[config.mk]
export PLATFORM = sky130hd
export DESIGN_NAME = zircon_avalon_ir_regfile_flat
export DESIGN_NICKNAME = d
export VERILOG_FILES = /design/src/rtl/zircon_avalon_ir_regfile_pkg.sv /design/src/rtl/zircon_avalon_ir_regfile_if.sv /design/src/rtl/zircon_avalon_ir_regfile_fifo.sv /design/src/rtl/zircon_avalon_ir_regfile.sv /design/src/flat_wrapper.sv
export SDC_FILE = /design/constraint.sdc
export NUM_CORES = 1
export LEC_CHECK = 0
export CORE_MARGIN = 5
export CORE_UTILIZATION = 40
export DETAILED_ROUTE_END_ITERATION = 7
export GPL_TIMING_DRIVEN = 0
export SLEW_MARGIN = 20
export SYNTH_ARGS = -nofsm -noshare
export SYNTH_HDL_FRONTEND = slang
export SYNTH_HIERARCHICAL = 1
export SYNTH_SLANG_ARGS = --single-unit
export TNS_END_PERCENT = 30
[constraint.sdc]
create_clock -name csi_clk -period 5.5 [get_ports csi_clk]
set_input_delay 0.825 -clock csi_clk [delete_from_list [all_inputs] [get_ports csi_clk]]
set_output_delay 0.825 -clock csi_clk [all_outputs]
set_load 0.01 [all_outputs]
[src/rtl/zircon_avalon_ir_regfile_pkg.sv]
// zircon_ir_pkg: register map constants shared by the IR register file,
// its FIFO and the testbench.
//   ADDR_*  : Avalon word addresses
//   ST_*    : STATUS register bit positions
//   CTRL_*  : CONTROL register bit positions
package zircon_ir_pkg;
  localparam logic [1:0] ADDR_DATA   = 2'd0;
  localparam logic [1:0] ADDR_STATUS = 2'd1;
  localparam logic [1:0] ADDR_CTRL   = 2'd2;
  localparam logic [1:0] ADDR_CLEAR  = 2'd3;

  localparam int ST_EMPTY   = 0;
  localparam int ST_FULL    = 1;
  localparam int ST_OVF     = 2;
  localparam int ST_LVL_LSB = 8;

  localparam int CTRL_EN    = 0;
  localparam int CTRL_IRQEN = 1;
  localparam int CTRL_FLUSH = 2;
endpackage

[src/rtl/zircon_avalon_ir_regfile_if.sv]
// Avalon-MM slave bus for the IR register file.
//   avs_address/avs_read/avs_write/avs_writedata : master -> slave
//   avs_readdata (latency 1), ins_irq (level)     : slave -> master
interface zircon_avalon_ir_regfile_if;
  logic [1:0]  avs_address;
  logic        avs_read;
  logic        avs_write;
  logic [31:0] avs_writedata;
  logic [31:0] avs_readdata;
  logic        ins_irq;

  modport slave (
    input  avs_address, avs_read, avs_write, avs_writedata,
    output avs_readdata, ins_irq
  );

  modport master (
    output avs_address, avs_read, avs_write, avs_writedata,
    input  avs_readdata, ins_irq
  );
endinterface

[src/rtl/zircon_avalon_ir_regfile_fifo.sv]
// zircon_ir_fifo: synchronous show-ahead FIFO for decoded IR codes.
//   push/pop : qualified by the caller (no push when full unless popping,
//              no pop when empty)
//   flush    : resets both pointers; beats a same-cycle push/pop
//   dout     : current head, valid while !empty
//   empty/full/level : derived from LVL_W-bit pointers (extra MSB
//              separates full from empty)
module zircon_ir_fifo #(
  parameter int DATA_W     = 8,
  parameter int FIFO_DEPTH = 8
) (
  input  logic                            csi_clk,
  input  logic                            rsi_reset_n,
  input  logic                            push,
  input  logic                            pop,
  input  logic                            flush,
  input  logic [DATA_W-1:0]               din,
  output logic [DATA_W-1:0]               dout,
  output logic                            empty,
  output logic                            full,
  output logic [$clog2(FIFO_DEPTH):0]     level
);
  localparam int LVL_W = $clog2(FIFO_DEPTH) + 1;
  localparam int AW    = LVL_W - 1;

  logic [DATA_W-1:0] mem_q [FIFO_DEPTH];
  logic [LVL_W-1:0]  wptr_q, wptr_d;
  logic [LVL_W-1:0]  rptr_q, rptr_d;

  always_comb begin
    wptr_d = wptr_q;
    rptr_d = rptr_q;
    if (flush) begin
      wptr_d = '0;
      rptr_d = '0;
    end else begin
      if (push) wptr_d = wptr_q + 1'b1;
      if (pop)  rptr_d = rptr_q + 1'b1;
    end
  end

  always_ff @(posedge csi_clk or negedge rsi_reset_n) begin
    if (!rsi_reset_n) begin
      wptr_q <= '0;
      rptr_q <= '0;
    end else begin
      wptr_q <= wptr_d;
      rptr_q <= rptr_d;
    end
  end

  // Storage needs no reset: contents are only visible through the pointers.
  always_ff @(posedge csi_clk) begin
    if (push && !flush) mem_q[wptr_q[AW-1:0]] <= din;
  end

  assign level = wptr_q - rptr_q;
  assign empty = (level == '0);
  assign full  = (level == LVL_W'(FIFO_DEPTH));
  assign dout  = mem_q[rptr_q[AW-1:0]];
endmodule

[src/rtl/zircon_avalon_ir_regfile.sv]
// zircon_avalon_ir_regfile: Avalon-MM register file for the IR receiver.
// Buffers decoded codes in a FIFO and exposes DATA (pop), STATUS,
// CONTROL (en, irq_en, self-clearing flush) and CLEAR (overflow) registers.
//   csi_clk, rsi_reset_n : clock, async active-low reset
//   avs                  : Avalon-MM slave bus (read latency 1) + ins_irq
//   i_ir_data/i_ir_valid : code strobe from the IR decoder
module zircon_avalon_ir_regfile
  import zircon_ir_pkg::*;
#(
  parameter int DATA_W     = 8,
  parameter int FIFO_DEPTH = 8
) (
  input  logic                    csi_clk,
  input  logic                    rsi_reset_n,
  zircon_avalon_ir_regfile_if.slave avs,
  input  logic [DATA_W-1:0]       i_ir_data,
  input  logic                    i_ir_valid
);
  localparam int LVL_W = $clog2(FIFO_DEPTH) + 1;

  logic [DATA_W-1:0] head;
  logic              empty, full;
  logic [LVL_W-1:0]  level;

  logic        en_q, en_d;
  logic        irq_en_q, irq_en_d;
  logic        ovf_q, ovf_d;
  logic        irq_q, irq_d;
  logic [31:0] rdata_q, rdata_d;

  logic rd_data, wr_ctrl, flush, pop, push_req, push, ovf_set, ovf_clr;
  logic unused_wd;

  assign unused_wd = ^avs.avs_writedata[31:3];

  // A pop frees a slot in the same edge, so a full FIFO still takes the push.
  assign rd_data  = avs.avs_read && (avs.avs_address == ADDR_DATA);
  assign wr_ctrl  = avs.avs_write && (avs.avs_address == ADDR_CTRL);
  assign flush    = wr_ctrl && avs.avs_writedata[CTRL_FLUSH];
  assign pop      = rd_data && !empty;
  assign push_req = i_ir_valid && en_q;
  assign push     = push_req && (!full || pop);
  assign ovf_set  = push_req && full && !pop;
  assign ovf_clr  = avs.avs_write && (avs.avs_address == ADDR_CLEAR) &&
                    avs.avs_writedata[0];

  zircon_ir_fifo #(.DATA_W(DATA_W), .FIFO_DEPTH(FIFO_DEPTH)) u_fifo (
    .csi_clk     (csi_clk),
    .rsi_reset_n (rsi_reset_n),
    .push        (push),
    .pop         (pop),
    .flush       (flush),
    .din         (i_ir_data),
    .dout        (head),
    .empty       (empty),
    .full        (full),
    .level       (level)
  );

  always_comb begin
    en_d     = en_q;
    irq_en_d = irq_en_q;
    ovf_d    = ovf_q;
    rdata_d  = rdata_q;

    if (wr_ctrl) begin
      en_d     = avs.avs_writedata[CTRL_EN];
      irq_en_d = avs.avs_writedata[CTRL_IRQEN];
    end

    // Set beats clear when both land on the same edge.
    if (ovf_clr) ovf_d = 1'b0;
    if (ovf_set) ovf_d = 1'b1;

    if (avs.avs_read) begin
      rdata_d = '0;
      case (avs.avs_address)
        ADDR_DATA:   if (!empty) rdata_d[DATA_W-1:0] = head;
        ADDR_STATUS: begin
          rdata_d[ST_EMPTY]              = empty;
          rdata_d[ST_FULL]               = full;
          rdata_d[ST_OVF]                = ovf_q;
          rdata_d[ST_LVL_LSB +: LVL_W]   = level;
        end
        ADDR_CTRL: begin
          rdata_d[CTRL_EN]    = en_q;
          rdata_d[CTRL_IRQEN] = irq_en_q;
        end
        default:     rdata_d = '0;
      endcase
    end

    irq_d = irq_en_q && (!empty || ovf_q);
  end

  always_ff @(posedge csi_clk or negedge rsi_reset_n) begin
    if (!rsi_reset_n) begin
      en_q     <= 1'b1;
      irq_en_q <= 1'b0;
      ovf_q    <= 1'b0;
      irq_q    <= 1'b0;
      rdata_q  <= '0;
    end else begin
      en_q     <= en_d;
      irq_en_q <= irq_en_d;
      ovf_q    <= ovf_d;
      irq_q    <= irq_d;
      rdata_q  <= rdata_d;
    end
  end

  assign avs.avs_readdata = rdata_q;
  assign avs.ins_irq      = irq_q;
endmodule

[src/flat_wrapper.sv]
// flat-port wrapper written by rule: the top's interface ports become plain ports
module zircon_avalon_ir_regfile_flat import zircon_ir_pkg::*;
#(
  parameter int DATA_W     = 8,
  parameter int FIFO_DEPTH = 8
)
  (csi_clk, rsi_reset_n, i_ir_data, i_ir_valid, avs_avs_address, avs_avs_read, avs_avs_write, avs_avs_writedata, avs_avs_readdata, avs_ins_irq);
  zircon_avalon_ir_regfile_if avs_i ();
  input  logic csi_clk;
  input  logic rsi_reset_n;
  input  logic [DATA_W-1:0] i_ir_data;
  input  logic i_ir_valid;
  input wire logic [$bits(avs_i.avs_address)-1:0] avs_avs_address;
  input wire logic [$bits(avs_i.avs_read)-1:0] avs_avs_read;
  input wire logic [$bits(avs_i.avs_write)-1:0] avs_avs_write;
  input wire logic [$bits(avs_i.avs_writedata)-1:0] avs_avs_writedata;
  output wire logic [$bits(avs_i.avs_readdata)-1:0] avs_avs_readdata;
  output wire logic [$bits(avs_i.ins_irq)-1:0] avs_ins_irq;
  assign avs_i.avs_address = avs_avs_address;
  assign avs_i.avs_read = avs_avs_read;
  assign avs_i.avs_write = avs_avs_write;
  assign avs_i.avs_writedata = avs_avs_writedata;
  assign avs_avs_readdata = avs_i.avs_readdata;
  assign avs_ins_irq = avs_i.ins_irq;
  zircon_avalon_ir_regfile #(.DATA_W(DATA_W), .FIFO_DEPTH(FIFO_DEPTH)) u_core (.csi_clk(csi_clk), .rsi_reset_n(rsi_reset_n), .avs(avs_i), .i_ir_data(i_ir_data), .i_ir_valid(i_ir_valid));
endmodule
# --- Yosys cells after proc, flatten, opt, wreduce, memory -nomap -nowiden ---
# Memories as Yosys holds them, arrays and structs flattened.
# Cells that the tools add are included.
# Widths: inputs -> output; s select.
totals:
  reg_bits: 24
  ramBits: 64
  memories: 1
  wordCells: 51
  in_bits: 47
classes:
  n_reduce_logical: 23
  mux: 13
  eq_ne: 4
  add_sub_neg: 3
memory_table:
  columns: ["name", "words", "word_bits", "read_ports", "rd_clocked_by_memory_dff", "write_ports", "line", "rtl"]
  rows:
  - ["u_core.u_fifo.mem_q", 8, 8, 1, 0, 1, "zircon_avalon_ir_regfile_fifo.sv:26", "logic [DATA_W-1:0] mem_q [FIFO_DEPTH];"]
ops:
  columns: ["op", "n"]
  rows:
  - ["$mux 4", 5]
  - ["$logic_and 1x1->1", 12]
  - ["$add 4x1->4 const B", 2]
  - ["$mux 8", 1]
  - ["$pmux 2 s3", 1]
  - ["$reduce_bool 2->1", 3]
  - ["$mux 5", 1]
  - ["$eq 2x2->1 const B", 2]
  - ["$eq 4x4->1 const B", 1]
  - ["$logic_not 1->1", 4]
  - ["$logic_not 4->1", 1]
  - ["$mux 1", 4]
  - ["$sub 4x4->4", 1]
  - ["$eq 2x1->1 const B", 1]
  - ["$logic_not 2->1", 1]
  - ["$logic_or 1x1->1", 2]
  - ["$pmux 1 s2", 1]

# --- Logic depth before layout (Yosys ltp) ---
# Gate-level depths: netlist (run 1).
depth:
  depth_word: 9
  ltp_mapped: 15

# --- By module ---
# Netlist (run 1), hierarchy kept.
modules_own_cells:
  columns: ["module", "area_each_um2", "instances", "cells_each", "seq_area_each_um2"]
  rows:
  - ["zircon_ir_fifo", 3020.4, 1, 174, 2122.0]
  - ["zircon_avalon_ir_regfile", 894.6, 1, 95, 401.6]

# --- Worst setup path after synthesis (run 1) ---
# OpenSTA, ideal clock, no wires.
synth_path:
  kind: "register -> register"
  from: "register u_core.u_fifo.rptr_q[1]"
  to: "memory u_core.u_fifo.mem_q[0][0] (enable)"
  n_path_buf: 3
  setup_slack_ns: 1.507
  t_arrival_ns: 3.609
  required_time_ns: 5.117
  setup_ns: 0.383
  path_stages_with_launch: 14
  cell_sequence: "dfrtp_1 -> buf_2 -> buf_2 -> inv_1 -> fa_1 -> xor2_1 -> or3_1 -> o21ba_2 -> nor4b_4 -> inv_2 -> a21oi_1 -> buf_2 -> or3b_2 -> nor3_1"
synth_between:
  elab_chain_len: 9
  word_cells_on_any_way: 11
synth_lines:
  columns: ["item", "line", "rtl"]
  rows:
  - ["from (decl)", "zircon_avalon_ir_regfile_fifo.sv:28", "logic [LVL_W-1:0] rptr_q, rptr_d;"]
  - ["from (signal assigned)", "zircon_avalon_ir_regfile_fifo.sv:48", "rptr_q <= rptr_d;"]
  - ["$sub 4x4->4", "zircon_avalon_ir_regfile_fifo.sv:57", "assign level = wptr_q - rptr_q;"]
  - ["via u_core.level[2]", "zircon_avalon_ir_regfile.sv:23", "logic [LVL_W-1:0] level;"]
  - ["$logic_not 4->1", "zircon_avalon_ir_regfile_fifo.sv:58", "assign empty = (level == '0);"]
  - ["via u_core.empty", "zircon_avalon_ir_regfile.sv:22", "logic empty, full;"]
  - ["$logic_not 1->1", "zircon_avalon_ir_regfile.sv:40", "assign pop = rd_data && !empty;"]
  - ["$logic_and 1x1->1", "zircon_avalon_ir_regfile.sv:40", null]
  - ["via u_core.pop", "zircon_avalon_ir_regfile.sv:31", "logic rd_data, wr_ctrl, flush, pop, push_req, push, ovf_set, ovf_clr;"]
  - ["$logic_or 1x1->1", "zircon_avalon_ir_regfile.sv:42", "assign push = push_req && (!full || pop);"]
  - ["$logic_and 1x1->1", "zircon_avalon_ir_regfile.sv:42", null]
  - ["via u_core.push", "zircon_avalon_ir_regfile.sv:31", null]
  - ["$logic_and 1x1->1", "zircon_avalon_ir_regfile_fifo.sv:54", "if (push && !flush) mem_q[wptr_q[AW-1:0]] <= din;"]
  - ["$mux 1", "zircon_avalon_ir_regfile_fifo.sv:54", null]
  - ["$mux 1 (not written as such)", "zircon_avalon_ir_regfile_fifo.sv:54", null]
  - ["to (decl)", "zircon_avalon_ir_regfile_fifo.sv:26", null]
# The timed path passes the listed nets, and every way through them passes these cells.

# --- Worst setup path after layout (run 1) ---
layout_path:
  from: "register u_core.u_fifo.rptr_q[1]"
  to: "memory u_core.u_fifo.mem_q[1][0] (enable)"
# The elaborated chain is that of the path after synthesis.

==> flow_summary.toml, run 1 <==
[clock_tree]
htreeDepth = 3
clock_path_buffers = 2
cts_buffers = 9
post_cts_buffers = 0
cts.sinks = 88
cts_resized = 0
insertion_delay_ns = 0.35
cts_root_buffer = "clkbuf_8"
cts_hold_buf = 0
cts_tree = "built"
clkTransAtPathRegs_ns = 0.09

[synth]
syn_area_per_cell_um2 = 14.6
synth-async-reset-ratio_pct = 27.3
yosysTopAreaCell = "edfxtp_1"
synthCells = 269
synth_warnings = 6
synth_cell_types = 45
synth.top_cell.area_share_pct = 49.1
syn_area_um2 = 3920
synth-main-ff-cell = "edfxtp_1"
synthTopCellsByArea = "edfxtp_1 49%, dfrtp_1 15%, mux4_1 5.4%, mux4_2 4.6%, buf_4 3.8%"
synth-edff-count = 64
seq_area_frac_synth_pct = 64.5
ys_ff_latch = 88

[hold_path]
hold_path.class = "input pin to async pin"

[global_routing]
antenna_found_initial = 0
grt_max_degree = 25
grt_use_total_pct = 13.6
grt_pass1_vias = 2183
grt_first_pass_wirelength_mm = 11.7
overflow = 0

[sta]
clock_skew_ns = 0.00441
rsz0062_at_grt = "no"
slew_violations = 0
setup_violations = 0
fin_crit_ns = 4.83
min_period_over_period_pct = 87.8
timing.fmax_mhz = 207
fin_tns_setup_ns = 0
fin_ws_ns = 0.670
hold_violations = 0
max_slew_margin_pct = 33.6
worst_slew_pin_slew_ns = 0.993
worst_hold_slack_ns = 0.459

[setup_path]
r2r-start = "u_core/u_fifo/rptr_q[1]"
crit_required_ns = 5.47
critical_path_class = "register to register"
r2r_cells = 13
r2r_end = "u_core/u_fifo/mem_q[1][0]"
ff2ff_setup_slack_ns = 0.67
critPathCaptureType = "register"
startpoint_type = "register"
cp_max_fo = 12
cp.arrival_ns = 4.80

[layout]
layout_commonest_cell = "edfxtp_1"
diodes = 0
drive_above_1_share_pct = 20.6
final_nets = 383
layout_common_cells = "64 x edfxtp_1, 40 x nand2_1, 27 x clkdlybuf4s50_1"
area_growth_pct = 19.5
postLayoutCoreUtil_pct = 48.5

[place]
dp_slack_ns = 0.596
place.gp.congestion = 0.809
hpwl_mm = 5.15
port_buffers = 28

[floorplan]
start_util_pct = 40.6
die_y_um = 109
io_pins = 80
die_w_um = 109
coreArea_um2 = 9640
dieArea_um2 = 11900
num_rows = 36

[run]
maxCapViolCount = 0

[route]
drtPass1Iterations = 4
first_iter_violations = 107
post_drt_wl_per_cell_um = 16.0
vias = 2189
vias_per_cell = 4.68
drt-total-wl_mm = 7.51
drtAntennaViolNets = 0
drc = 0

[status]
status = "finished, final reports clean"

[power_and_ir_drop]
p_leak_uw = 0.00181
power.density_nw_per_um2 = 424
total_power_uw = 1980
ir_worst_vdd_mv = 0.210
## power by group
group,internal [uW],leakage [uW],switching (uW),total (uW)
combinational,328,0.000823,340,668
sequential,812,0.000888,54.8,867
clock,214,0.0000983,234,449
## synthesized netlist by cell type (2+ instances only)
cell type and number:
edfxtp_1 64, nand2_1 40, dfrtp_1 23, buf_4 20, inv_1 16, nor2_1 13
o21ai_0 10, mux4_1 8, mux4_2 8, ha_1 5, nand3b_1 5, nor3_1 5
xor2_1 5, a21oi_1 4, buf_2 4, buf_6 3, xnor2_1 3, clkbuf_1 2
inv_2 2, mux2_2 2, mux2i_1 2, nand4_1 2
## registers in the layout, indices dropped and copies added (netlist names)
register and flops:
u_core/u_fifo/mem_q 64, u_core/u_fifo/rptr_q 4, u_core/avs.ins_irq 1, u_core/irq_en_q 1, u_core/ovf_q 1, u_core/u_fifo/wptr_q 4, u_core/en_q 1, u_core/avs.avs_readdata 12
## through the flow
step                instance area [um^2]  instances
global placement                    4430        449
global route                        4680        468
detailed placement                  4480        452
CTS                                 4680        468
floorplan                           3990        288
finish                              4680        468
## per-layer routing
layer | share of wire (%) | global-route usage [%] | wire length [um] | up-vias
li1 | - | - | - | 1054
met1 | 43 | 16.8 | 3230 | 1080
met2 | 51 | 23.4 | 3820 | 51
met3 | 5.2 | 4.09 | 393 | 4
met4 | 0.76 | 3.16 | 57 | 0
met5 | 0 | 0 | 0 | -
## critical path, stage by stage, from the launching register on
cell	delay (ns)
dfrtp_1	0.35
buf_2	0.28
buf_2	0.32
inv_1	0.12
fa_1	0.42
xor2_1	0.18
or3_1	0.14
o21ba_2	0.20
nor4b_4	0.73
inv_2	0.07
a21oi_1	0.17
buf_2	0.22
or3b_2	0.48
nor2_1	0.77
## kinds of logic after synthesis
group | Yosys count | share of synthesized area (%)
flip-flops | 88 | 64.5
AND/OR/NAND/NOR | 75 | 9.24
buffers and inverters | 49 | 7.73
AO/OA/AOI/OAI | 22 | 3.52
multiplexers | 20 | 11.1
XOR/XNOR | 8 | 1.79
adder cells (fa/ha/maj) | 6 | 2.11
other | 1 | 0.0958
## worst max path at each step
stage          slack (ns)                    start                         to  depth (start not counted)
6_report             0.67  u_core/u_fifo/rptr_q[1]  u_core/u_fifo/mem_q[1][0]                         13
5_1_grt              0.36  u_core/u_fifo/rptr_q[1]  u_core/u_fifo/mem_q[1][0]                         13
4_1_cts              0.57  u_core/u_fifo/rptr_q[1]  u_core/u_fifo/mem_q[1][1]                         13
3_5_place_dp         0.60  u_core/u_fifo/rptr_q[1]  u_core/u_fifo/mem_q[1][5]                         13
3_3_place_gp         0.16  u_core/u_fifo/rptr_q[1]  u_core/u_fifo/mem_q[0][2]                         13
2_1_floorplan        1.51  u_core/u_fifo/rptr_q[1]  u_core/u_fifo/mem_q[0][0]                         13
## layout make-up
| cell class | instances | area, um^2 |
|---|---|---|
| Timing Repair Buffer | 31 | 298 |
| Buffer | 31 | 235 |
| Inverter | 18 | 67.6 |
| Clock buffer | 9 | 124 |
| Fill cell | 882 | 4960 |
| Sequential cell | 88 | 2520 |
| Tap cell | 133 | 166 |
| Clock inverter | 7 | 76.3 |
| Multi-Input combinational cell | 151 | 1190 |
(Power assumes the default switching activity.)
==> run 2: changes to the inputs <==
Settings changed: ABC_AREA from default to 1.
==> run 2 against run 1 <==
  * Design area grew 6.8%
  * Fmax grew 30%
  * Core utilization shrank 0.37 points
  * Hold slack lost 0.0031 ns
  * Total power grew 10%
  * Global-route usage grew 1.6 points
  * Clock-buffer cell count is the same
  * First-iteration DRC count grew 65%
  * Clock skew grew 0.0068 ns
  * Register-to-register slack gained 1.1 ns
  * Critical path depth grew 2
  * Critical endpoint is now u_core/u_fifo/mem_q[2][4]
==> flow_summary.toml, run 2 <==
[power_and_ir_drop]
total_power_uw = 2180
ir_worst_vdd_mv = 0.212
p_leak_uw = 0.00240
power.density_nw_per_um2 = 438

[sta]
timing.fmax_mhz = 269
max_slew_margin_pct = 33.5
hold_violations = 0
min_period_over_period_pct = 67.6
setup_violations = 0
worst_slew_pin_slew_ns = 0.995
rsz0062_at_grt = "no"
fin_tns_setup_ns = 0
fin_crit_ns = 3.72
clock_skew_ns = 0.0113
slew_violations = 0

[setup_path]
startpoint_type = "register"
cp_cell_sequence = "buf_2 -> inv_1 -> buf_2 -> ha_1 -> a21oi_1 -> nand3_1 -> nand2_1 -> nor2_1 -> inv_1 -> nand3_2 -> a21oi_1 -> nand2_1 -> inv_1 -> nand2_1 -> nor2_1"
startpoint = "u_core/u_fifo/rptr_q[2]"
critical_path.max_stage_delay_ns = 0.77
critPathCaptureType = "register"
critical_path_class = "register to register"
crit_required_ns = 5.48
r2r-start = "u_core/u_fifo/rptr_q[2]"
cp.arrival_ns = 3.69
cp_max_fo = 10
slowest_stage = "nor2_1"

[floorplan]
die_y_um = 113
io_pins = 80
num_rows = 37
die_w_um = 113
dieArea_um2 = 12800
coreArea_um2 = 10400
start_util_pct = 41.1

[global_routing]
antenna_found_initial = 0
grt_use_total_pct = 15.2
overflow = 0
grt_max_degree = 25
grt_pass1_vias = 2929
grt_first_pass_wirelength_mm = 14.9

[clock_tree]
cts_buffers = 9
clock_path_buffers = 2
cts_resized = 0
cts_hold_buf = 0
clkTransAtPathRegs_ns = 0.09
cts.sinks = 88
cts_tree = "built"
post_cts_buffers = 0
cts_root_buffer = "clkbuf_8"
insertion_delay_ns = 0.35
htreeDepth = 3

[synth]
syn_area_per_cell_um2 = 9.09
seq_area_frac_synth_pct = 59.2
yosysTopAreaCell = "edfxtp_1"
synthTopCellsByArea = "edfxtp_1 45%, nand2_1 16%, dfrtp_1 13%, inv_1 6.1%, nand3_1 4.7%"
synth-main-ff-cell = "edfxtp_1"
synth.top_cell.area_share_pct = 45.1
synthTopCellsByCount = "182 x nand2_1, 69 x inv_1, 64 x edfxtp_1"
syn_area_um2 = 4260
yosysMostFrequentCell = "nand2_1"
synth-async-reset-ratio_pct = 27.3
synthCells = 469
ys_ff_latch = 88
synth-edff-count = 64
synth_cell_types = 28
synth_warnings = 6

[route]
drt-total-wl_mm = 9.13
vias_per_cell = 4.52
drc = 0
post_drt_wl_per_cell_um = 13.6
drtAntennaViolNets = 0
first_iter_violations = 177
drtPass1Iterations = 4
vias = 3025

[place]
hpwl_mm = 6.23
place.gp.congestion = 0.813
port_buffers = 29

[layout]
drive_above_1_share_pct = 11.3
diodes = 0
area_growth_pct = 17.1
layout_commonest_cell = "nand2_1"
layout_common_cells = "182 x nand2_1, 69 x inv_1, 64 x edfxtp_1"
largest_register_ffs = 64
final_nets = 581

[run]
maxCapViolCount = 0

[status]
status = "finished, final reports clean"

[hold_path]
hold_path.class = "input pin to async pin"
[run 2: power by group]
group | internal [uW] | switching (uW) | total, uW | leakage [uW]
clock | 215 | 236 | 451 | 0.0000994
sequential | 798 | 51.8 | 850 | 0.000892
combinational | 336 | 548 | 884 | 0.00141
total | 1350 | 837 | 2180 | 0.00240
[run 2: routing by layer]
layer / up-vias / global-route usage [%] / part of all wire (%)
met3: 4 / 4.12 / 7.8
met4: 0 / 4.57 / 0.44
met2: 101 / 25.4 / 48
met5: - / 0 / 0
li1: 1541 / - / -
met1: 1379 / 19.2 / 43
[run 2: kinds of logic (layout without fill, tap and decap cells)]
kind of cell               Yosys count  count (layout)  share of synthesized area, %
and+or+nand+nor                    251             251                          23.9
xor gates and xnor gates             1               1                         0.205
DFF                                 88              88                          59.2
AOI/OAI and AO/OA                   16              16                          1.97
other                                1              20                        0.0879
buffers and inverters              106             151                          12.7
adders and majority gates            6               6                          1.94
[run 2: final cells by class]
cell class / count / area, um^2
fillers: 978 / 5380
multi-input cells: 294 / 1270
well taps: 136 / 170
flip-flops and latches: 88 / 2520
clock buffers: 9 / 124
repair buffers: 29 / 285
clock inverters: 7 / 78.8
inverters: 72 / 278
plain buffers: 34 / 265
[run 2: metrics by stage]
step           setup slack (ns)  hold slack, ns  area [um^2]  cells  utilization [%]
2_1_floorplan              2.62           0.475         4340    488                -
5_1_grt                    1.33           0.486         4990    669             48.2
6_report                   1.78           0.456         4990    669             48.2
3_3_place_gp               1.79           0.465         4800    653             46.2
4_1_cts                    1.71           0.495         5000    669             48.2
3_5_place_dp               1.73           0.473         4800    653             46.2
[run 2: worst paths after layout]
kind,depth (start not counted),end,slack [ns]
min,1,u_core/avs.avs_readdata[8],0.46
max reg2reg,15,u_core/u_fifo/mem_q[2][4],1.78
min reg2reg,2,u_core/avs.avs_readdata[3],0.49
min in group csi_clk,2,u_core/avs.avs_readdata[3],0.49
max,15,u_core/u_fifo/mem_q[2][4],1.78
max in group asynchronous,1,u_core/en_q,4.67
[run 2: critical path: cells and delay by family, from the launching register on]
family                     cells  cell delay (ns)
and+or+nand+nor                7             1.38
adders and majority gates      1             0.31
AOI/OAI and AO/OA              2             0.58
DFF                            1             0.36
buffers and inverters          5             0.71
